**src/rtl/conv_channel_scheduler_if.sv**
```systemverilog
`default_nettype none
// ============================================================================
// Module   : conv_channel_scheduler_if
// Purpose  : Control, buffer-read, array and result handshake bundle.
// Revision : 1.0
// ============================================================================
interface conv_channel_scheduler_if #(
  parameter int KERNEL_SIZE = 5,
  parameter int IMAGE_SIZE  = 28,
  parameter int NUM_CH_MAX  = 8
);
  localparam int CH_W   = $clog2(NUM_CH_MAX);
  localparam int COL_W  = $clog2(IMAGE_SIZE);
  localparam int OCOL_W = $clog2(IMAGE_SIZE - KERNEL_SIZE + 1);

  logic              start;
  logic [CH_W:0]     cfg_num_ch;
  logic              busy;
  logic              done;
  logic              mem_rd_en;
  logic              mem_rd_sel;
  logic [CH_W-1:0]   mem_rd_ch;
  logic [COL_W-1:0]  mem_rd_col;
  logic              arr_en;
  logic              arr_kernel_load;
  logic              arr_valid_in;
  logic              out_valid;
  logic              out_ready;
  logic [CH_W-1:0]   out_ch;
  logic [OCOL_W-1:0] out_col;

  modport master (
    input  start, cfg_num_ch, out_ready,
    output busy, done, mem_rd_en, mem_rd_sel, mem_rd_ch, mem_rd_col,
           arr_en, arr_kernel_load, arr_valid_in, out_valid, out_ch, out_col
  );

  modport slave (
    output start, cfg_num_ch, out_ready,
    input  busy, done, mem_rd_en, mem_rd_sel, mem_rd_ch, mem_rd_col,
           arr_en, arr_kernel_load, arr_valid_in, out_valid, out_ch, out_col
  );
endinterface
`default_nettype wire

```
**src/rtl/conv_channel_scheduler.sv**
```systemverilog
`default_nettype none
// ============================================================================
// Module   : conv_channel_scheduler
// Purpose  : Sequences kernel load and image streaming per output channel,
//            tags array results and presents them on a valid/ready port.
// Revision : 1.0
// ============================================================================
module conv_channel_scheduler #(
  parameter int KERNEL_SIZE = 5,
  parameter int IMAGE_SIZE  = 28,
  parameter int NUM_CH_MAX  = 8,
  parameter int PIPE_LAT    = 2
) (
  input logic                       clk,
  input logic                       rst,
  conv_channel_scheduler_if.master  bus
);
  localparam int OUT_COLS = IMAGE_SIZE - KERNEL_SIZE + 1;
  localparam int CH_W     = $clog2(NUM_CH_MAX);
  localparam int COL_W    = $clog2(IMAGE_SIZE);
  localparam int OCOL_W   = $clog2(OUT_COLS);
  localparam logic [COL_W-1:0] K_LAST  = COL_W'(KERNEL_SIZE - 1);
  localparam logic [COL_W-1:0] I_LAST  = COL_W'(IMAGE_SIZE - 1);
  localparam logic [COL_W-1:0] COL_ONE = COL_W'(1);
  localparam logic [CH_W-1:0]  CH_ONE  = CH_W'(1);
  localparam logic [CH_W:0]    NUM_ONE = (CH_W+1)'(1);
  localparam logic [CH_W:0]    CH_CAP  = (CH_W+1)'(NUM_CH_MAX);

  typedef enum logic [2:0] {
    S_IDLE   = 3'd0,
    S_LOAD_K = 3'd1,
    S_STREAM = 3'd2,
    S_DRAIN  = 3'd3,
    S_DONE   = 3'd4
  } state_t;

  state_t            state_q, state_d;
  logic [CH_W-1:0]   ch_q, ch_d;
  logic [COL_W-1:0]  col_q, col_d;
  logic [CH_W:0]     num_q, num_d;
  logic              kload_q, vin_q, done_q;
  logic [PIPE_LAT-1:0] tv_q;
  logic [CH_W-1:0]   tch_q  [PIPE_LAT];
  logic [OCOL_W-1:0] tcol_q [PIPE_LAT];
  logic              ov_q;
  logic [CH_W-1:0]   och_q;
  logic [OCOL_W-1:0] ocol_q;

  logic              stall, rd_en, rd_sel, tag_in, last_ch;
  logic [CH_W:0]     cfg_clamped;

  assign stall       = ov_q & ~bus.out_ready;
  assign cfg_clamped = (bus.cfg_num_ch > CH_CAP) ? CH_CAP : bus.cfg_num_ch;
  assign last_ch     = ({1'b0, ch_q} == (num_q - NUM_ONE));
  // Only image columns that complete a full kernel window produce a result
  assign tag_in      = rd_en & rd_sel & (col_q >= K_LAST);

  always_comb begin
    state_d = state_q;
    ch_d    = ch_q;
    col_d   = col_q;
    num_d   = num_q;
    rd_en   = 1'b0;
    rd_sel  = 1'b0;
    case (state_q)
      S_IDLE: begin
        if (bus.start) begin
          num_d   = cfg_clamped;
          ch_d    = '0;
          col_d   = '0;
          state_d = (cfg_clamped == '0) ? S_DONE : S_LOAD_K;
        end
      end
      S_LOAD_K: begin
        rd_en = ~stall;
        if (!stall) begin
          if (col_q == K_LAST) begin
            col_d   = '0;
            state_d = S_STREAM;
          end else begin
            col_d = col_q + COL_ONE;
          end
        end
      end
      S_STREAM: begin
        rd_en  = ~stall;
        rd_sel = 1'b1;
        if (!stall) begin
          if (col_q == I_LAST) begin
            col_d   = '0;
            state_d = S_DRAIN;
          end else begin
            col_d = col_q + COL_ONE;
          end
        end
      end
      S_DRAIN: begin
        if ((tv_q == '0) && (!ov_q || bus.out_ready)) begin
          if (last_ch) begin
            state_d = S_DONE;
          end else begin
            ch_d    = ch_q + CH_ONE;
            state_d = S_LOAD_K;
          end
        end
      end
      S_DONE:  state_d = S_IDLE;
      default: state_d = S_IDLE;
    endcase
  end

  always_ff @(posedge clk or posedge rst) begin
    if (rst) begin
      state_q <= S_IDLE;
      ch_q    <= '0;
      col_q   <= '0;
      num_q   <= '0;
      done_q  <= 1'b0;
      kload_q <= 1'b0;
      vin_q   <= 1'b0;
      tv_q    <= '0;
      for (int i = 0; i < PIPE_LAT; i++) begin
        tch_q[i]  <= '0;
        tcol_q[i] <= '0;
      end
      ov_q    <= 1'b0;
      och_q   <= '0;
      ocol_q  <= '0;
    end else begin
      state_q <= state_d;
      ch_q    <= ch_d;
      col_q   <= col_d;
      num_q   <= num_d;
      done_q  <= (state_q == S_DONE);
      // Backpressure freezes array strobes and every tag stage together
      if (!stall) begin
        kload_q   <= rd_en & ~rd_sel;
        vin_q     <= rd_en;
        tv_q[0]   <= tag_in;
        tch_q[0]  <= ch_q;
        tcol_q[0] <= OCOL_W'(col_q - K_LAST);
        for (int i = 1; i < PIPE_LAT; i++) begin
          tv_q[i]   <= tv_q[i-1];
          tch_q[i]  <= tch_q[i-1];
          tcol_q[i] <= tcol_q[i-1];
        end
        ov_q   <= tv_q[PIPE_LAT-1];
        och_q  <= tch_q[PIPE_LAT-1];
        ocol_q <= tcol_q[PIPE_LAT-1];
      end
    end
  end

  assign bus.busy            = (state_q != S_IDLE);
  assign bus.done            = done_q;
  assign bus.mem_rd_en       = rd_en;
  assign bus.mem_rd_sel      = rd_sel;
  assign bus.mem_rd_ch       = ch_q;
  assign bus.mem_rd_col      = col_q;
  assign bus.arr_en          = ~stall;
  assign bus.arr_kernel_load = kload_q;
  assign bus.arr_valid_in    = vin_q;
  assign bus.out_valid       = ov_q;
  assign bus.out_ch          = och_q;
  assign bus.out_col         = ocol_q;
endmodule
`default_nettype wire
```
**src/flat_wrapper.sv**
```systemverilog
// flat-port wrapper written by rule: the top's interface ports become plain ports
module conv_channel_scheduler_flat 
#(
  parameter int KERNEL_SIZE = 5,
  parameter int IMAGE_SIZE  = 28,
  parameter int NUM_CH_MAX  = 8,
  parameter int PIPE_LAT    = 2
)
  (clk, rst, bus_start, bus_cfg_num_ch, bus_out_ready, bus_busy, bus_done, bus_mem_rd_en, bus_mem_rd_sel, bus_mem_rd_ch, bus_mem_rd_col, bus_arr_en, bus_arr_kernel_load, bus_arr_valid_in, bus_out_valid, bus_out_ch, bus_out_col);
  conv_channel_scheduler_if #(.KERNEL_SIZE(KERNEL_SIZE), .IMAGE_SIZE(IMAGE_SIZE), .NUM_CH_MAX(NUM_CH_MAX)) bus_i ();
  input logic clk;
  input logic rst;
  input wire logic [$bits(bus_i.start)-1:0] bus_start;
  input wire logic [$bits(bus_i.cfg_num_ch)-1:0] bus_cfg_num_ch;
  input wire logic [$bits(bus_i.out_ready)-1:0] bus_out_ready;
  output wire logic [$bits(bus_i.busy)-1:0] bus_busy;
  output wire logic [$bits(bus_i.done)-1:0] bus_done;
  output wire logic [$bits(bus_i.mem_rd_en)-1:0] bus_mem_rd_en;
  output wire logic [$bits(bus_i.mem_rd_sel)-1:0] bus_mem_rd_sel;
  output wire logic [$bits(bus_i.mem_rd_ch)-1:0] bus_mem_rd_ch;
  output wire logic [$bits(bus_i.mem_rd_col)-1:0] bus_mem_rd_col;
  output wire logic [$bits(bus_i.arr_en)-1:0] bus_arr_en;
  output wire logic [$bits(bus_i.arr_kernel_load)-1:0] bus_arr_kernel_load;
  output wire logic [$bits(bus_i.arr_valid_in)-1:0] bus_arr_valid_in;
  output wire logic [$bits(bus_i.out_valid)-1:0] bus_out_valid;
  output wire logic [$bits(bus_i.out_ch)-1:0] bus_out_ch;
  output wire logic [$bits(bus_i.out_col)-1:0] bus_out_col;
  assign bus_i.start = bus_start;
  assign bus_i.cfg_num_ch = bus_cfg_num_ch;
  assign bus_i.out_ready = bus_out_ready;
  assign bus_busy = bus_i.busy;
  assign bus_done = bus_i.done;
  assign bus_mem_rd_en = bus_i.mem_rd_en;
  assign bus_mem_rd_sel = bus_i.mem_rd_sel;
  assign bus_mem_rd_ch = bus_i.mem_rd_ch;
  assign bus_mem_rd_col = bus_i.mem_rd_col;
  assign bus_arr_en = bus_i.arr_en;
  assign bus_arr_kernel_load = bus_i.arr_kernel_load;
  assign bus_arr_valid_in = bus_i.arr_valid_in;
  assign bus_out_valid = bus_i.out_valid;
  assign bus_out_ch = bus_i.out_ch;
  assign bus_out_col = bus_i.out_col;
  conv_channel_scheduler #(.KERNEL_SIZE(KERNEL_SIZE), .IMAGE_SIZE(IMAGE_SIZE), .NUM_CH_MAX(NUM_CH_MAX), .PIPE_LAT(PIPE_LAT)) u_core (.clk(clk), .rst(rst), .bus(bus_i));
endmodule
```
**config.mk**
```make
export PLATFORM = sky130hd
export DESIGN_NAME = conv_channel_scheduler_flat
export DESIGN_NICKNAME = d
export VERILOG_FILES = /design/src/rtl/conv_channel_scheduler_if.sv /design/src/rtl/conv_channel_scheduler.sv /design/src/flat_wrapper.sv
export SDC_FILE = /design/constraint.sdc
export NUM_CORES = 1
export LEC_CHECK = 0
export BUFFER_PORTS_ARGS = -buffer_cell sky130_fd_sc_hd__buf_2
export CAP_MARGIN = 0
export CORE_ASPECT_RATIO = 0.75
export CORE_MARGIN = 4
export CORE_UTILIZATION = 30
export DETAILED_ROUTE_END_ITERATION = 10
export PLACE_DENSITY = 0.46
export SETUP_SLACK_MARGIN = 0.1
export SLEW_MARGIN = 10
export SYNTH_ARGS = -nofsm -noshare
export SYNTH_HDL_FRONTEND = slang
export SYNTH_SLANG_ARGS = --single-unit
```
**constraint.sdc**
```tcl
create_clock -name clk -period 5.6 [get_ports clk]
set_input_delay 1.12 -clock clk [delete_from_list [all_inputs] [get_ports clk]]
set_output_delay 1.12 -clock clk [all_outputs]
set_load 0.05 [all_outputs]
```
======== Yosys cells after proc, flatten, opt, wreduce, memory -nomap -nowiden ========
Cells that the tools add are included.
storage, ports and cells
  register bits after elaboration ......... 45
  bits of input ports ..................... 8
  output and inout port bits .............. 24
  word-level logic and storage cells ...... 78
operators by class
  add/subtract/negate cells ............... 4
  magnitude comparators ................... 2
  equality and inequality tests ........... 14
  mux-type cells .......................... 22
  bitwise gates (word level) .............. 7
  reductions and logical operators ........ 14
operators with widths
  kind                                                               number
  2-to-1 mux 3 bit                                                   11
  2-to-1 mux 5 bit                                                   5
  one-hot mux 5 bit (3 select lines)                                 1
  one-hot mux 3 bit (4 select lines)                                 1
  != test 2 bit, second input constant                               4
  AND reduction 4 bit                                                2
  == test 3 x 2 -> 1 bit, second input constant                      2
  != test 2 x 1 -> 1 bit, second input constant                      3
  one-hot mux 3 bit (2 select lines)                                 1
  AND reduction 6 bit                                                1
  nonzero test 3 bit                                                 2
  adder 5 x 1 -> 5 bit, second input constant                        1
  == test 5 x 3 -> 1 bit, second input constant                      1
  == test 5 bit, second input constant                               1
  greater-or-equal comparator 5 x 3 -> 1 bit, second input constant  1
  subtractor 5 x 3 -> 5 bit, second input constant                   1
  AND 1 bit                                                          4
  == test 3 x 4 -> 1 bit                                             1
  greater-than comparator 4 bit, second input constant               1
  zero test 4 bit                                                    1
  2-to-1 mux 4 bit                                                   1
  subtractor 4 x 1 -> 4 bit, second input constant                   1
  adder 3 x 1 -> 3 bit, second input constant                        1
  == test 3 x 1 -> 1 bit, second input constant                      1
  other kinds (11)                                                   14

======== Longest topological paths before layout ========
Gate-level depths: netlist of run 1.
  depth after elaboration ................. 6
  mapped depth ............................ 7
  gate-level depth less buffers ........... 7

======== Least setup slack after synthesis of run 1 ========
OpenSTA, ideal clock, no wires.
  path kind ............................... input to output
  start ................................... input bus_out_ready
  end ..................................... output bus_mem_rd_en
  arrival ................................. 2172 ps
  required time ........................... 4480 ps
  slack ................................... 2308 ps
  stages .................................. 5
  buffers on the path ..................... 1
  path through ............................ nor2b_1 > buf_2 > clkinv_1 > nand2_1 > nor2_1
on the way
  cells in the longest elaborated chain, start to end .. 4
ends and longest elaborated chain
  what              line                                                        source
  from (decl)       flat_wrapper.sv:15                                          input wire logic [$bits(bus_i.out_ready)-1:0] bus_out_ready;
  inverter 1 bit    conv_channel_scheduler.sv:52                                assign stall = ov_q & ~bus.out_ready;
  AND 1 bit         conv_channel_scheduler.sv:52
  inverter 1 bit    conv_channel_scheduler.sv:75, conv_channel_scheduler.sv:86
  2-to-1 mux 1 bit  -
  to (decl)         flat_wrapper.sv:18                                          output wire logic [$bits(bus_i.mem_rd_en)-1:0] bus_mem_rd_en;
Every way passes these cells.

======== Worst setup path after layout of run 1 ========
Same ends and word-level chain as after synthesis.

==> results.yml, run 1 <==
hold_path:
  hold_depth: 2
  hp-class: "flip-flop to flip-flop"
timing:
  setup_violations: 0
  grt_setup_unrepaired: "no"
  hold_viol: 0
  slew_headroom_pct: 36.46
  finalSetupTns_ps: 0
  max_freq_ghz: 0.2870
  skew_ps: 3.809
  timing.final.crit_share_pct: 62.23
  tightestPinTransition_ps: 951.7
  fin_crit_ps: 3485
  final_max_slew_viol_count: 0
grt:
  antenna_found_initial: 0
  grt_pass1_vias: 1497
  grt_first_pass_wirelength_mm: 7.445
  globalRouteTotalUtil_pct: 11.02
  grt_max_degree: 46
  overflow: 0
pwr:
  p_per_area_nw_per_um2: 589.2
  ir_drop_v: 0.0002015
  p_total_uw: 1455
  p_leak_uw: 0.001210
finish:
  stdcell_count: 343
  fin_nets: 274
  drive_above_1_share_pct: 17.76
  insertedDiodeCount: 0
  syn2layout_area_growth_pct: 16.61
yosys:
  synth_warnings: 0
  synthTopCellsByCount: "80 x nand2_1, 45 x dfrtp_1, 13 x o21ai_0"
  synth_mux_area_share_pct: 1.950
  synth_enable_flop_cells: 0
  synth_most_common_cell: "nand2_1"
  synth-simple-area-share_pct: 24.35
  synth_top_family_by_area: "simple AND/OR/NAND/NOR gates"
  synth_fa_ha_area_share_pct: 4.728
  ys_seq_area_share_pct: 53.19
  synthesis.area_um2: 2117
  synth_flop_cell: "dfrtp_1"
  synth_top_area_cell: "dfrtp_1"
  synthCells: 227
  synth-async-reset-ratio_pct: 100.0
  synth-xor-area-share_pct: 2.069
  ys_top_cells_by_area: "dfrtp_1 53%, nand2_1 14%, ha_1 4.7%"
  syn_avg_cell_area_um2: 9.326
  synth_compound_area_share_pct: 9.811
  syn-num-nets: 243
  ys_seq_elements: 45
  yosysTopAreaCellShare_pct: 53.19
  synth_cell_type_count: 37
worst_setup_path:
  cp_max_fo: 35
  setup.worst_path.end: "bus_mem_rd_en"
  cp-startpoint: "bus_out_ready"
  end_kind: "primary output"
  crit_required_ps: 4480
  cp-start-kind: "input pin"
  r2r_slack_ps: 3360
  r2r_start: "u_core.num_q[0]"
  worstRegToRegCells: 7
  arrival_ps: 2360
  crit_type: "input pin to primary output"
  r2r_end: "u_core.bus.mem_rd_ch[1]"
route:
  dr.pass1.iters: 4
  vias: 1551
  vias_per_cell: 4.522
  drt-total-wl_mm: 4.195
  ant_nets: 0
  drtIter0Drc: 67
  wl_per_cell_um: 12.23
  drc_errors: 0
cts:
  clk_latency_ps: 290
  cts_root_buffer: "clkbuf_8"
  clk_pin_slew_worst_paths_ps: 90
  cts_max_level: 2
  cts_tree: "yes"
  cts_made_buffers: 5
  clock_path_buffers: 2
  post_cts_buffers: 0
  cts-resized-gates: 0
  cts.sinks: 45
  holdBufCountCts: 0
placed_design:
  finalWeightedCongestion: 0.7036
  port_buffers: 31
  hpwl_mm: 2.863
  dp.cells: 335
die:
  rows: 26
  die_x_um: 105
  die_area_um2: 8479
  die_h_um: 80.75
  core-area_um2: 6832
  start_util_pct: 30.99
  io_pins: 32
run:
  cap_violations: 0
status:
  status: "completed"
[how the worst min path moves through the flow]
stage / from / to
finish: u_core.bus.out_col[2] / u_core.bus.out_col[2]
floorplan: u_core.tch_q[0] / u_core.tch_q[0]
detailed placement: u_core.bus.out_col[2] / u_core.bus.out_col[2]
global placement: u_core.bus.out_col[3] / u_core.bus.out_col[3]
global route: u_core.tcol_q[3] / u_core.tcol_q[3]
CTS: u_core.bus.out_col[2] / u_core.bus.out_col[2]
[critical path: stages]
cell and delay, ps:
buf_2 100, nor2b_2 90, buf_4 340, clkinv_1 110
buf_4 230, nand2_1 80, nor2_1 50, buf_2 230
[power breakdown]
part	switching, uW	internal, uW	total [uW]
Sequential	98.5	440	538
Clock	116	134	250
Combinational	457	210	667
Total	671	783	1450
[through the flow]
step	hold slack (ps)	utilization (%)	area, um2	setup WS [ps]
2_1_floorplan	438.6	-	2117	2308
3_3_place_gp	446.8	34.45	2354	2101
3_5_place_dp	450.5	34.45	2354	2092
4_1_cts	472.5	36.14	2469	2092
5_1_grt	488.8	36.14	2469	1980
6_report	462.4	36.14	2469	2115
[final cells by class]
class / count / area [um2]
clock buffers: 5 / 68.82
clock inverters: 3 / 46.29
flip-flops and latches: 45 / 1126
well taps: 84 / 105.1
multi-input cells: 162 / 910.9
repair buffers: 33 / 170.2
fillers: 736 / 4363
inverters: 11 / 41.29
[registers in the layout, summed over array words and instances (netlist names)]
signal / cells
u_core.tcol_q: 10
u_core.tch_q: 6
u_core.bus.mem_rd_col: 5
u_core.bus.out_col: 5
u_core.num_q: 4
u_core.bus.mem_rd_ch: 3
u_core.bus.out_ch: 3
u_core.state_q: 3
u_core.tv_q: 2
u_core.bus.arr_kernel_load: 1
u_core.bus.arr_valid_in: 1
u_core.bus.done: 1
u_core.bus.out_valid: 1
[layer usage]
metal | up-vias | part of all wire, % | global-route usage [%]
met5 | - | 0 | 0
met4 | 0 | 1.1 | 3.932
met3 | 4 | 3.2 | 2.859
met2 | 24 | 40 | 15.49
met1 | 710 | 56 | 16.28
li1 | 813 | - | -
[layout by cell type, fill, tap and decap left out, drive strengths merged, types with 2 or more instances in the layout]
master   instances
xnor2            3
nor2             7
ha               8
nand2           80
nor3             4
o21ai           13
inv             10
mux2i            3
clkinv           2
dfrtp           45
a2111oi          2
xor2             2
nand3            5
or4              3
a21oi            5
buf             33
nand3b           4
nor3b            3
clkbuf           5
nand2b           5
o31ai            2
[logic make-up (layout without fill, tap and decap cells)]
logic type / after synthesis / after routing
xor gates and xnor gates: 5 / 5
AOI/OAI and AO/OA: 29 / 29
muxes: 4 / 4
DFF: 45 / 45
and+or+nand+nor: 116 / 116
buffers and inverters: 20 / 52
adders and majority gates: 8 / 8
No activity file was read; power rests on OpenSTA's default activity.
==> run 2, diff against run 1 <==
PLACE_DENSITY = 0.48   (was 0.46)
clock period = 3 ns   (was 5.6 ns; I/O delays follow)
==> run 2 against run 1 <==
  * Power rose by 83%
  * Sequential share of layout area rose by 0.26 points
  * Final cell count rose by 0.29%
  * Non-clock buffer count rose by 1
  * First-iteration DRC count rose by 18%
  * Die area did not move
  * Utilization fell by 0.20 points
  * Largest cell class unchanged
  * Largest power group unchanged
==> results.yml, run 2 (same netlist as run 1, synthesis figures left out) <==
status:
  status: "completed"
die:
  rows: 26
  start_util_pct: 30.99
  io_pins: 32
  core-area_um2: 6832
  die_area_um2: 8479
  die_x_um: 105
  die_h_um: 80.75
cts:
  cts.sinks: 45
  cts_made_buffers: 5
  clk_pin_slew_worst_paths_ps: 100
  clk_latency_ps: 300
  clock_path_buffers: 2
  cts_root_buffer: "clkbuf_8"
  cts_tree: "yes"
  holdBufCountCts: 0
  cts-resized-gates: 0
  post_cts_buffers: 0
  cts_max_level: 2
route:
  vias: 1558
  drt-total-wl_mm: 4.344
  wl_per_cell_um: 12.63
  drc_errors: 0
  vias_per_cell: 4.529
  drtIter0Drc: 79
  ant_nets: 0
  dr.pass1.iters: 4
worst_setup_path:
  crit_required_ps: 2400
  worstRegToRegCells: 7
  cp_max_fo: 12
  arrival_ps: 1830
  cp_cell_sequence: "xor2_1 > nand2_1 > nor2_1 > buf_2"
  r2r_start: "u_core.num_q[0]"
  crit_path_max_incr_delay_ps: 580
  r2r_slack_ps: 800
  crit_type: "flip-flop to primary output"
  slowest_stage: "dfrtp_1"
  r2r_end: "u_core.bus.mem_rd_ch[1]"
  crit_cells: 4
  end_kind: "primary output"
  crit_buf_inv: 1
  cp-startpoint: "u_core.state_q[1]"
  setup.worst_path.end: "bus_mem_rd_en"
  critical-path-top-delay-family: "flip-flops"
  cp-start-kind: "flip-flop"
timing:
  slew_headroom_pct: 35.88
  fin_crit_ps: 2434
  timing.final.crit_share_pct: 81.14
  final_max_slew_viol_count: 0
  skew_ps: 7.634
  tightestPinTransition_ps: 960.4
  holdWs_ps: 465.7
  max_freq_ghz: 0.4108
  finalSetupTns_ps: 0
  grt_setup_unrepaired: "no"
  hold_viol: 0
  setup_violations: 0
pwr:
  p_per_area_nw_per_um2: 1084
  ir_drop_v: 0.0004633
  p_leak_uw: 0.001206
grt:
  overflow: 0
  antenna_found_initial: 0
  grt_pass1_vias: 1525
  globalRouteTotalUtil_pct: 11.23
  grt_max_degree: 46
  grt_first_pass_wirelength_mm: 7.714
finish:
  top_regs: "u_core.tcol_q x10, u_core.tch_q x6"
  final_cell_mix: "80 x nand2_1, 45 x dfrtp_1, 31 x buf_2"
  ff_latch_area_um2: 1126
  layout_commonest_cell: "nand2_1"
  multi_input_area_um2: 910.9
  n_fill_cell: 723
  drive_above_1_share_pct: 18.08
  largest_reg_flops: 10
  fin_nets: 275
  insertedDiodeCount: 0
  syn2layout_area_growth_pct: 15.96
  regMostFlops: "u_core.tcol_q"
hold_path:
  hp-class: "flip-flop to flip-flop"
  hold_start: "u_core.bus.out_col[1]"
placed_design:
  hpwl_mm: 3.031
  port_buffers: 31
  finalWeightedCongestion: 0.7542
run:
  cap_violations: 0
==> run 2: where the power goes <==
group          internal [uW]  switching, uW  leakage, uW
sequential               821            186     0.000551
combinational            395            860     0.000610
clock                    169            230    0.0000447
==> run 2: worst min path at each step <==
stage                            end  slack (ps)  cells past startpoint
6_report       u_core.bus.out_col[1]         470                      2
2_1_floorplan        u_core.tch_q[0]         440                      2
4_1_cts         u_core.bus.out_ch[1]         470                      2
3_3_place_gp   u_core.bus.out_col[3]         440                      2
5_1_grt              u_core.tch_q[2]         490                      2
3_5_place_dp   u_core.bus.out_col[1]         450                      2
==> run 2: per-stage QoR <==
step                      total power (uW)  utilization [%]  area (um2)  std cells  worst slack (ps)
after floorplan                       2004                -        2117        227             628.7
after global placement                2274            34.56        2361        336             837.3
after detailed placement              2288            34.56        2361        336             802.0
after CTS                             2694            35.93        2455        344             541.0
after global routing                  2886            35.93        2455        344             384.2
final                                 2660            35.93        2455        344             565.9
==> run 2: routing by layer <==
layer	share of wire [%]	global-route usage [%]
met4	0.90	3.670
met5	0	0
met2	38	15.04
met3	3.7	3.018
met1	57	17.21
==> run 2: worst register-to-register path, stage by stage (launching register included) <==
cell and delay (ps):
dfrtp_1 410, inv_1 60, ha_1 200, xor2_1 180
or4_1 470, a311o_1 430, and3_1 190, a31o_1 170
==> run 2: final cells by class <==
class / count / share of cell area (%)
Sequential cell: 45 / 45.87
Multi-Input combinational cell: 162 / 37.11
Timing Repair Buffer: 34 / 7.238
Tap cell: 84 / 4.281
Clock buffer: 5 / 2.803
Inverter: 11 / 1.682
Clock inverter: 3 / 1.019
